## config.mk

```make
export PLATFORM = sky130hd
export DESIGN_NAME = lcd_timing_gen
export DESIGN_NICKNAME = d
export VERILOG_FILES = /design/src/rtl/lcd_timing_pkg.sv /design/src/rtl/lcd_delay_line.sv /design/src/rtl/lcd_timing_gen.sv
export SDC_FILE = /design/constraint.sdc
export NUM_CORES = 1
export LEC_CHECK = 0
export CAP_MARGIN = 40
export CORE_MARGIN = 4
export CORE_UTILIZATION = 50
export CTS_BUF_LIST = sky130_fd_sc_hd__clkbuf_8
export CTS_CLUSTER_DIAMETER = 40
export DETAILED_ROUTE_END_ITERATION = 8
export PLACE_DENSITY = 0.82
export SLEW_MARGIN = 20
export SYNTH_ARGS = -nofsm -noshare
export SYNTH_HDL_FRONTEND = slang
export SYNTH_SLANG_ARGS = --single-unit
```

## constraint.sdc

```tcl
create_clock -name CLK -period 2.1 [get_ports CLK]
set_input_delay 0.525 -clock CLK [delete_from_list [all_inputs] [get_ports CLK]]
set_output_delay 0.525 -clock CLK [all_outputs]
set_load 0.01 [all_outputs]
```

## src/rtl/lcd_timing_pkg.sv

```systemverilog
// Shared constants for the parallel RGB LCD timing generator:
// default panel timing, coordinate width and the colour-bar palette.
package lcd_timing_pkg;

   // Default panel timing (480x272 class panel).
   localparam int DEF_H_ACTIVE = 480;
   localparam int DEF_H_FP     = 8;
   localparam int DEF_H_SYNC   = 4;
   localparam int DEF_H_BP     = 43;
   localparam int DEF_V_ACTIVE = 272;
   localparam int DEF_V_FP     = 8;
   localparam int DEF_V_SYNC   = 4;
   localparam int DEF_V_BP     = 12;

   localparam int DEF_H_TOTAL  = DEF_H_ACTIVE + DEF_H_FP + DEF_H_SYNC + DEF_H_BP;
   localparam int DEF_V_TOTAL  = DEF_V_ACTIVE + DEF_V_FP + DEF_V_SYNC + DEF_V_BP;

   // Width of the pixel/line counters and of the X/Y coordinates.
   localparam int COORD_W      = 11;
   localparam int COORD_MAX    = 2047;

   // Colour bars, left to right, packed as {R,G,B}.
   localparam logic [23:0] BAR_WHITE   = 24'hFFFFFF;
   localparam logic [23:0] BAR_YELLOW  = 24'hFFFF00;
   localparam logic [23:0] BAR_CYAN    = 24'h00FFFF;
   localparam logic [23:0] BAR_GREEN   = 24'h00FF00;
   localparam logic [23:0] BAR_MAGENTA = 24'hFF00FF;
   localparam logic [23:0] BAR_RED     = 24'hFF0000;
   localparam logic [23:0] BAR_BLUE    = 24'h0000FF;
   localparam logic [23:0] BAR_BLACK   = 24'h000000;

   // Colour of bar number idx (0 = leftmost).
   function automatic logic [23:0] bar_colour(input logic [2:0] idx);
      logic [23:0] c;
      case (idx)
         3'd0:    c = BAR_WHITE;
         3'd1:    c = BAR_YELLOW;
         3'd2:    c = BAR_CYAN;
         3'd3:    c = BAR_GREEN;
         3'd4:    c = BAR_MAGENTA;
         3'd5:    c = BAR_RED;
         3'd6:    c = BAR_BLUE;
         default: c = BAR_BLACK;
      endcase
      return c;
   endfunction

   // Pin level of a sync signal given whether it is in its pulse.
   function automatic logic sync_level(input logic active, input logic pol);
      logic lvl;
      if (active) begin
         lvl = pol;
      end else begin
         lvl = ~pol;
      end
      return lvl;
   endfunction

endpackage

```

## src/rtl/lcd_delay_line.sv

```systemverilog
// Fixed-depth shift register with asynchronous active-low reset to a
// parameterised value. Used to align timing signals with client colour.
module lcd_delay_line
   import lcd_timing_pkg::*;
#(
   parameter int               DEPTH   = 1,
   parameter int               WIDTH   = 1,
   parameter logic [WIDTH-1:0] RST_VAL = {WIDTH{1'b0}}
) (
   input  logic             clk,
   input  logic             rst_n,
   input  logic [WIDTH-1:0] din,
   output logic [WIDTH-1:0] dout
);

   logic [WIDTH-1:0] stage_r [DEPTH];

   // Shift din through DEPTH register stages; all stages reset to RST_VAL.
   always_ff @(posedge clk or negedge rst_n) begin
      if (!rst_n) begin
         for (int i = 0; i < DEPTH; i++) begin
            stage_r[i] <= RST_VAL;
         end
      end else begin
         stage_r[0] <= din;
         for (int i = 1; i < DEPTH; i++) begin
            stage_r[i] <= stage_r[i-1];
         end
      end
   end

   assign dout = stage_r[DEPTH-1];

endmodule

```

## src/rtl/lcd_timing_gen.sv

```systemverilog
// Pixel-interface master for a parallel RGB LCD.
//  - Counter stage: hcnt/vcnt, registered DEN/X/Y to the client, raw syncs
//    and a FRAME_START strobe, all undelayed.
//  - Alignment: raw DE/HS/VS delayed by CLIENT_LAT to meet the client's
//    registered colour, then one common output register so every panel
//    pin changes on the same edge. Colour is forced to zero in blanking.
// Optional build macro LCD_TEST_PATTERN_EN adds PATTERN_SEL, which replaces
// client colour by eight vertical colour bars computed from delayed X.
module lcd_timing_gen
   import lcd_timing_pkg::*;
#(
   parameter int H_ACTIVE   = DEF_H_ACTIVE,
   parameter int H_FP       = DEF_H_FP,
   parameter int H_SYNC     = DEF_H_SYNC,
   parameter int H_BP       = DEF_H_BP,
   parameter int V_ACTIVE   = DEF_V_ACTIVE,
   parameter int V_FP       = DEF_V_FP,
   parameter int V_SYNC     = DEF_V_SYNC,
   parameter int V_BP       = DEF_V_BP,
   parameter bit SYNC_POL   = 1'b0,
   parameter int CLIENT_LAT = 1
) (
   input  logic               CLK,
   input  logic               RST_IN,
`ifdef LCD_TEST_PATTERN_EN
   input  logic               PATTERN_SEL,
`endif
   output logic               DEN,
   output logic [COORD_W-1:0] X,
   output logic [COORD_W-1:0] Y,
   input  logic [7:0]         R,
   input  logic [7:0]         G,
   input  logic [7:0]         B,
   output logic [7:0]         LCD_R,
   output logic [7:0]         LCD_G,
   output logic [7:0]         LCD_B,
   output logic               LCD_DE,
   output logic               LCD_HSYNC,
   output logic               LCD_VSYNC,
   output logic               FRAME_START
);

   localparam int H_TOTAL = H_ACTIVE + H_FP + H_SYNC + H_BP;
   localparam int V_TOTAL = V_ACTIVE + V_FP + V_SYNC + V_BP;

   // Parameter sanity, rejected at elaboration.
   generate
      if ((CLIENT_LAT < 1) || (CLIENT_LAT > 4)) begin : g_bad_lat
         $error("lcd_timing_gen: CLIENT_LAT must be in 1..4");
      end
      if ((H_TOTAL > COORD_MAX) || (V_TOTAL > COORD_MAX)) begin : g_bad_total
         $error("lcd_timing_gen: H_TOTAL/V_TOTAL exceed the 11-bit counters");
      end
   endgenerate

   localparam logic [COORD_W-1:0] H_ACT_C    = COORD_W'(H_ACTIVE);
   localparam logic [COORD_W-1:0] H_LAST_C   = COORD_W'(H_TOTAL - 1);
   localparam logic [COORD_W-1:0] HS_FIRST_C = COORD_W'(H_ACTIVE + H_FP);
   localparam logic [COORD_W-1:0] HS_LAST_C  = COORD_W'(H_ACTIVE + H_FP + H_SYNC - 1);
   localparam logic [COORD_W-1:0] V_ACT_C    = COORD_W'(V_ACTIVE);
   localparam logic [COORD_W-1:0] V_LAST_C   = COORD_W'(V_TOTAL - 1);
   localparam logic [COORD_W-1:0] VS_FIRST_C = COORD_W'(V_ACTIVE + V_FP);
   localparam logic [COORD_W-1:0] VS_LAST_C  = COORD_W'(V_ACTIVE + V_FP + V_SYNC - 1);
   localparam logic               SYNC_IDLE  = ~SYNC_POL;

   // Counter stage
   logic [COORD_W-1:0] hcnt_r;
   logic [COORD_W-1:0] vcnt_r;
   logic [COORD_W-1:0] hcnt_nxt_s;
   logic [COORD_W-1:0] vcnt_nxt_s;
   logic               h_wrap_s;
   logic               de_raw_s;
   logic               hs_raw_s;
   logic               vs_raw_s;
   logic               den_r;
   logic [COORD_W-1:0] x_r;
   logic [COORD_W-1:0] y_r;
   logic               hs_r;
   logic               vs_r;
   logic               frame_start_r;

   // Alignment and output stage
   logic [2:0]         pipe_in_s;
   logic [2:0]         pipe_out_s;
   logic               de_dly_s;
   logic               hs_dly_s;
   logic               vs_dly_s;
   logic [23:0]        colour_s;
   logic [23:0]        lcd_rgb_r;
   logic               lcd_de_r;
   logic               lcd_hs_r;
   logic               lcd_vs_r;

   // Next counter values: hcnt wraps each line, vcnt advances on hcnt wrap.
   always_comb begin
      h_wrap_s = (hcnt_r == H_LAST_C);
      if (h_wrap_s) begin
         hcnt_nxt_s = {COORD_W{1'b0}};
         if (vcnt_r == V_LAST_C) begin
            vcnt_nxt_s = {COORD_W{1'b0}};
         end else begin
            vcnt_nxt_s = vcnt_r + 11'd1;
         end
      end else begin
         hcnt_nxt_s = hcnt_r + 11'd1;
         vcnt_nxt_s = vcnt_r;
      end
   end

   // Decode active region and sync pulses from the current counter position.
   always_comb begin
      de_raw_s = (hcnt_r < H_ACT_C) && (vcnt_r < V_ACT_C);
      hs_raw_s = sync_level((hcnt_r >= HS_FIRST_C) && (hcnt_r <= HS_LAST_C), SYNC_POL);
      vs_raw_s = sync_level((vcnt_r >= VS_FIRST_C) && (vcnt_r <= VS_LAST_C), SYNC_POL);
   end

   // Counter stage: advance counters and register the client-side view.
   // After reset the counters sit at 0,0 so the first edge presents pixel
   // (0,0) together with FRAME_START.
   always_ff @(posedge CLK or negedge RST_IN) begin
      if (!RST_IN) begin
         hcnt_r        <= {COORD_W{1'b0}};
         vcnt_r        <= {COORD_W{1'b0}};
         den_r         <= 1'b0;
         x_r           <= {COORD_W{1'b0}};
         y_r           <= {COORD_W{1'b0}};
         hs_r          <= SYNC_IDLE;
         vs_r          <= SYNC_IDLE;
         frame_start_r <= 1'b0;
      end else begin
         hcnt_r        <= hcnt_nxt_s;
         vcnt_r        <= vcnt_nxt_s;
         den_r         <= de_raw_s;
         x_r           <= de_raw_s ? hcnt_r : {COORD_W{1'b0}};
         y_r           <= de_raw_s ? vcnt_r : {COORD_W{1'b0}};
         hs_r          <= hs_raw_s;
         vs_r          <= vs_raw_s;
         frame_start_r <= (hcnt_r == {COORD_W{1'b0}}) && (vcnt_r == {COORD_W{1'b0}});
      end
   end

   // Delay DE/HS/VS by the client latency so they line up with R/G/B.
   assign pipe_in_s = {den_r, hs_r, vs_r};

   lcd_delay_line #(
      .DEPTH   (CLIENT_LAT),
      .WIDTH   (3),
      .RST_VAL ({1'b0, SYNC_IDLE, SYNC_IDLE})
   ) u_sync_dly (
      .clk   (CLK),
      .rst_n (RST_IN),
      .din   (pipe_in_s),
      .dout  (pipe_out_s)
   );

   assign de_dly_s = pipe_out_s[2];
   assign hs_dly_s = pipe_out_s[1];
   assign vs_dly_s = pipe_out_s[0];

`ifdef LCD_TEST_PATTERN_EN
   localparam logic [COORD_W-1:0] BAR_W_C = COORD_W'(H_ACTIVE / 8);

   logic [COORD_W-1:0] x_dly_s;
   logic [2:0]         bar_idx_s;

   // X follows the same delay as DE so the bars share the client latency.
   lcd_delay_line #(
      .DEPTH   (CLIENT_LAT),
      .WIDTH   (COORD_W),
      .RST_VAL ({COORD_W{1'b0}})
   ) u_x_dly (
      .clk   (CLK),
      .rst_n (RST_IN),
      .din   (x_r),
      .dout  (x_dly_s)
   );

   assign bar_idx_s = 3'(x_dly_s / BAR_W_C);

   // Select test bars or client colour for the output stage.
   always_comb begin
      colour_s = {R, G, B};
      if (PATTERN_SEL) begin
         colour_s = bar_colour(bar_idx_s);
      end else begin
         colour_s = {R, G, B};
      end
   end
`else
   // Client colour is the only source in this build.
   always_comb begin
      colour_s = {R, G, B};
   end
`endif

   // Output stage: one register for every panel pin; colour zeroed in blanking.
   always_ff @(posedge CLK or negedge RST_IN) begin
      if (!RST_IN) begin
         lcd_rgb_r <= 24'h000000;
         lcd_de_r  <= 1'b0;
         lcd_hs_r  <= SYNC_IDLE;
         lcd_vs_r  <= SYNC_IDLE;
      end else begin
         lcd_rgb_r <= de_dly_s ? colour_s : 24'h000000;
         lcd_de_r  <= de_dly_s;
         lcd_hs_r  <= hs_dly_s;
         lcd_vs_r  <= vs_dly_s;
      end
   end

   assign DEN         = den_r;
   assign X           = x_r;
   assign Y           = y_r;
   assign FRAME_START = frame_start_r;
   assign LCD_R       = lcd_rgb_r[23:16];
   assign LCD_G       = lcd_rgb_r[15:8];
   assign LCD_B       = lcd_rgb_r[7:0];
   assign LCD_DE      = lcd_de_r;
   assign LCD_HSYNC   = lcd_hs_r;
   assign LCD_VSYNC   = lcd_vs_r;

endmodule

```

# [Word-level counts from Yosys, hierarchy flattened]
# Cells that the tools add are included.
[totals] regBits=78 out_inout_bits=51
[op_classes] n_addsub=2 order_cmp=6 n_eq_ne=2 mux=7 n_reduce_logical=6
[ops] operator="11-bit 2-to-1 mux" n=4
[ops] operator="24-bit 2-to-1 mux" n=1
[ops] operator="11-bit by 1-bit adder with 11-bit output, second input constant" n=2
[ops] operator="11-bit by 9-bit >= comparator with 1-bit output, second input constant" n=2
[ops] operator="11-bit by 9-bit <= comparator with 1-bit output, second input constant" n=2
[ops] operator="11-bit zero test" n=2
[ops] operator="11-bit by 9-bit < comparator with 1-bit output, second input constant" n=2
[ops] operator="11-bit by 10-bit equality test with 1-bit output, second input constant" n=1
[ops] operator="11-bit by 9-bit equality test with 1-bit output, second input constant" n=1
[ops] operator="1-bit logical AND" n=4
[ops] operator="1-bit 2-to-1 mux" n=2

# [Logic depth before layout (Yosys ltp)]
[depth] word_depth=3 ltp_mapped=7 depth_no_buf=6

# [By module]
# From an unflattened synthesis, not the netlist that was laid out.
[unflattened] hier_cells=226 hier_area_um2=2900.3
[modules_own_cells] mod="lcd_timing_gen" n_inst=1 cells_per_inst=223 area_each_um2=2822.7 seq_area_each_um2=1881.8
[modules_own_cells] mod="lcd_delay_line" n_inst=1 cells_per_inst=3 area_each_um2=77.6 seq_area_each_um2=77.6

# [Worst setup path before layout]
# OpenSTA, ideal clock, no wires.
[synth_path] kind="register -> register" startpoint="register hcnt_r[5]" endpoint="register vcnt_r[6]" setup_time_ns=0.125 t_arrival_ns=1.640 slack_ns=0.335 stages_incl_launch_ff=6 n_path_buf=1 path_cell_list="dfrtp_1 -> buf_6 -> or4_4 -> nor4_4 -> nand3_1 -> xnor2_1"
[synth_between] elab_chain_len=1
[synth_lines] element="start: declaration" line="lcd_timing_gen.sv:67" source="logic [COORD_W-1:0] hcnt_r;"
[synth_lines] element="start signal: assignment" line="lcd_timing_gen.sv:122" source="hcnt_r <= {COORD_W{1'b0}};"
[synth_lines] element="start signal: assignment" line="lcd_timing_gen.sv:131" source="hcnt_r <= hcnt_nxt_s;"
[synth_lines] element="11-bit by 10-bit equality test with 1-bit output" line="lcd_timing_gen.sv:96" source="h_wrap_s = (hcnt_r == H_LAST_C);"
[synth_lines] element="end signal: assignment" line="lcd_timing_gen.sv:123" source="vcnt_r <= {COORD_W{1'b0}};"
[synth_lines] element="end signal: assignment" line="lcd_timing_gen.sv:132" source="vcnt_r <= vcnt_nxt_s;"
[synth_lines] element="end: declaration" line="lcd_timing_gen.sv:68" source="logic [COORD_W-1:0] vcnt_r;"
# No other way between the ends.
# A chain may end at the register's enable or synchronous reset.

# [Worst setup path in the final report]
[layout_path] startpoint="register lcd_hs_r (netlist: LCD_HSYNC)" endpoint="output port LCD_HSYNC"
[layout_rtl] element="start: declaration" line="lcd_timing_gen.sv:91" source="logic lcd_hs_r;"
[layout_rtl] element="start signal: assignment" line="lcd_timing_gen.sv:206" source="lcd_hs_r <= hs_dly_s;"
[layout_rtl] element="end: declaration" line="lcd_timing_gen.sv:38" source="output logic LCD_HSYNC,"
# No word-level cell between the ends.

==> impl_metrics.py <==
metrics = {
    "yosys": {
        "synth_warnings": 0,
        "async_reset_ff_share_pct": 100,
        "seq_area_frac_synth_pct": 65.6,
        "synthCells": 227,
        "synth_area_um2": 2990,
        "synth-edff-count": 0,
        "ys_types": 35,
        "synth_seq_cells": 78,
        "ys.flop_type": "dfrtp_1",
        "syn_area_per_cell_um2": 13.2,
    },
    "place": {
        "dp_hpwl_um": 4350,
        "gp_congestion": 0.868,
        "port-buffer-count": 76,
        "placed_area_um2": 3840,
    },
    "power_and_ir_drop": {
        "cellPowerDensity_nw_per_um2": 687,
        "total_power_w": 0.00277,
        "switching_share_pct": 21.6,
        "peakVddDrop_uv": 509,
        "p_int_w": 0.00217,
        "power_frac_seq_pct": 55.5,
        "p_sw_w": 0.000598,
        "p_clk_share_pct": 38.5,
        "pwr-share-comb_pct": 6.0,
        "leakagePower_nw": 1.72,
    },
    "cells_and_area": {
        "final_cell_mix": "75 x clkdlybuf4s50_1, 72 x dfrtp_1, 44 x and2_1",
        "nNetsFinal": 345,
        "final_common_cell": "clkdlybuf4s50_1",
        "drive_gt1_share_pct": 11.0,
        "diodes": 0,
        "syn2layout_area_growth_pct": 35.0,
        "design_area_um2": 4030,
        "fin_util_pct": 71.5,
    },
    "clocking": {
        "clk_path_buf_depth": 2,
        "clk-insertion-delay-late_ps": 340,
        "clk_pin_slew_ps": 80,
        "cts_tree": "built",
        "cts-buffers-inserted": 9,
        "h-tree-depth": 3,
        "cts-root-buf": "clkbuf_8",
        "postCtsResizedCells": 0,
        "ctsHoldBuffers": 0,
        "cts_setup_buffers": 0,
        "cts_sinks": 78,
    },
    "global_route": {
        "grt_max_degree": 41,
        "antenna_found_initial": 0,
        "grt_pass1_vias": 2046,
        "grt.total_usage_pct": 18.3,
        "overflow": 0,
        "grt_pass1_wl_um": 10300,
    },
    "critical_path": {
        "crit_family": "buffers and inverters",
        "critPathCaptureType": "primary output",
        "crit_path_top_delay_cell": "clkdlybuf4s50_1",
        "worst_ep_required_time_ps": 1570,
        "cp_cell_sequence": "clkdlybuf4s50_1",
        "r2r_slack_ps": 230,
        "critical_path.max_fanout": 1,
        "cpPeakStageDelay_ps": 540,
        "critPathBufInv": 1,
        "worstSetupPathType": "reg2out",
        "crit_path_start_kind": "flop",
        "arrival_ps": 1400,
    },
    "floorplan": {
        "io_pins": 77,
        "start_util_pct": 52.9,
        "fp.dieW_um": 85.3,
        "num_rows": 27,
        "core_um2": 5640,
        "dieArea_um2": 7270,
        "die_h_um": 85.3,
    },
    "detailed_routing": {
        "vias": 1979,
        "drt-total-wl_um": 6040,
        "vias_per_cell": 5.06,
        "avgRoutedWirePerCell_um": 15.5,
        "dr.pass1.iters": 4,
        "route.detailed.drc": 0,
        "drtIter0Drc": 129,
        "ant_nets": 0,
    },
    "run_status": {
        "status": "completed",
    },
    "timing": {
        "setup_viol": 0,
        "slew_viol_final": 0,
        "hold_violations": 0,
        "worst_pin_slew_ps": 542,
        "period_minus_slack_ps": 1930,
        "fmax_mhz": 518,
        "whs_ps": 138,
        "fin_crit_sh_pct": 91.9,
        "maxSlewHeadroom_pct": 63.9,
        "finalSetupTns_ps": 0,
        "skew_ps": 8.23,
        "rsz0062_at_grt": "no",
    },
    "hold_path": {
        "hp-class": "in2async",
    },
    "job": {
        "maxCapViolations": 0,
    },
}
cell families after synthesis:
group	after synthesis	synth area share, %
adder cells (fa/ha/maj)	5	2.10
AO/OA/AOI/OAI	12	3.23
flip-flops	78	65.6
XOR/XNOR	14	4.11
other	1	0.126
AND/OR/NAND/NOR	100	21.3
multiplexers	1	0.335
buffers and inverters	16	3.19
flip-flops by register name, indices dropped and copies added (netlist names):
register / cells
DEN: 1
FRAME_START: 1
LCD_DE: 1
LCD_HSYNC: 1
LCD_VSYNC: 1
X: 11
Y: 11
hcnt_r: 11
hs_r: 1
lcd_rgb_r: 24
u_sync_dly.dout: 3
vcnt_r: 11
vs_r: 1
cell type report:
cell class,instances,area [um2]
flip-flops and latches,78,1960
fillers,380,1610
multi-input cells,136,942
repair buffers,84,831
clock buffers,9,124
well taps,72,90.1
clock inverters,7,66.3
inverters,5,18.8
layer usage:
layer | routed length (um) | up-vias | track usage (%)
met5 | 0 | - | 0
met4 | 80 | 0 | 6.47
met3 | 559 | 9 | 6.12
met2 | 2750 | 84 | 28.2
met1 | 2650 | 952 | 24.3
li1 | - | 934 | -
cell usage after synthesis (4+ instances only):
| library cell | count | area share, % |
|---|---|---|
| nand2_1 | 13 | 1.6 |
| nand4_1 | 9 | 1.9 |
| buf_6 | 4 | 1.5 |
| xnor2_1 | 11 | 3.2 |
| and2_1 | 44 | 9.2 |
| ha_1 | 5 | 2.1 |
| dfrtp_1 | 72 | 60 |
| dfstp_2 | 6 | 5.3 |
| nor2_1 | 7 | 0.88 |
| clkbuf_1 | 5 | 0.63 |
| nand3_1 | 7 | 1.2 |
| inv_1 | 5 | 0.63 |
path summary, 6_finish.rpt:
path                                      endpoint  depth (start not counted)                          from
setup reg to reg             FRAME_START$_DFF_PN0_                          3           hcnt_r[9]$_DFF_PN0_
hold / removal             lcd_rgb_r[16]$_DFF_PN0_                          1                        RST_IN
min in group CLK               LCD_HSYNC$_DFF_PN1_                          0  u_sync_dly.dout[1]$_DFF_PN1_
setup / recovery                         LCD_HSYNC                          1           LCD_HSYNC$_DFF_PN1_
max in group asynchronous  lcd_rgb_r[23]$_DFF_PN0_                          2                        RST_IN
hold reg to reg                LCD_HSYNC$_DFF_PN1_                          0  u_sync_dly.dout[1]$_DFF_PN1_
power by group through the flow:
stage	logic, W	registers [W]	clock network, W
global placement	0.000165	0.00156	0
global route	0.000181	0.00154	0.00117
floorplan	0.0000162	0.00158	0
detailed placement	0.000169	0.00156	0
finish	0.000167	0.00154	0.00107
CTS	0.000171	0.00154	0.00110
stage by stage:
stage	cells	setup slack (ps)
global route	391	116
floorplan	230	335
finish	391	171
CTS	391	146
global placement	375	283
detailed placement	375	275
worst register-to-register path, delay by kind of cell (launching register included):
family | cells | cell delay (ps)
and+or+nand+nor | 3 | 1280
DFF | 1 | 480
Power figures use the tool's default switching activity.
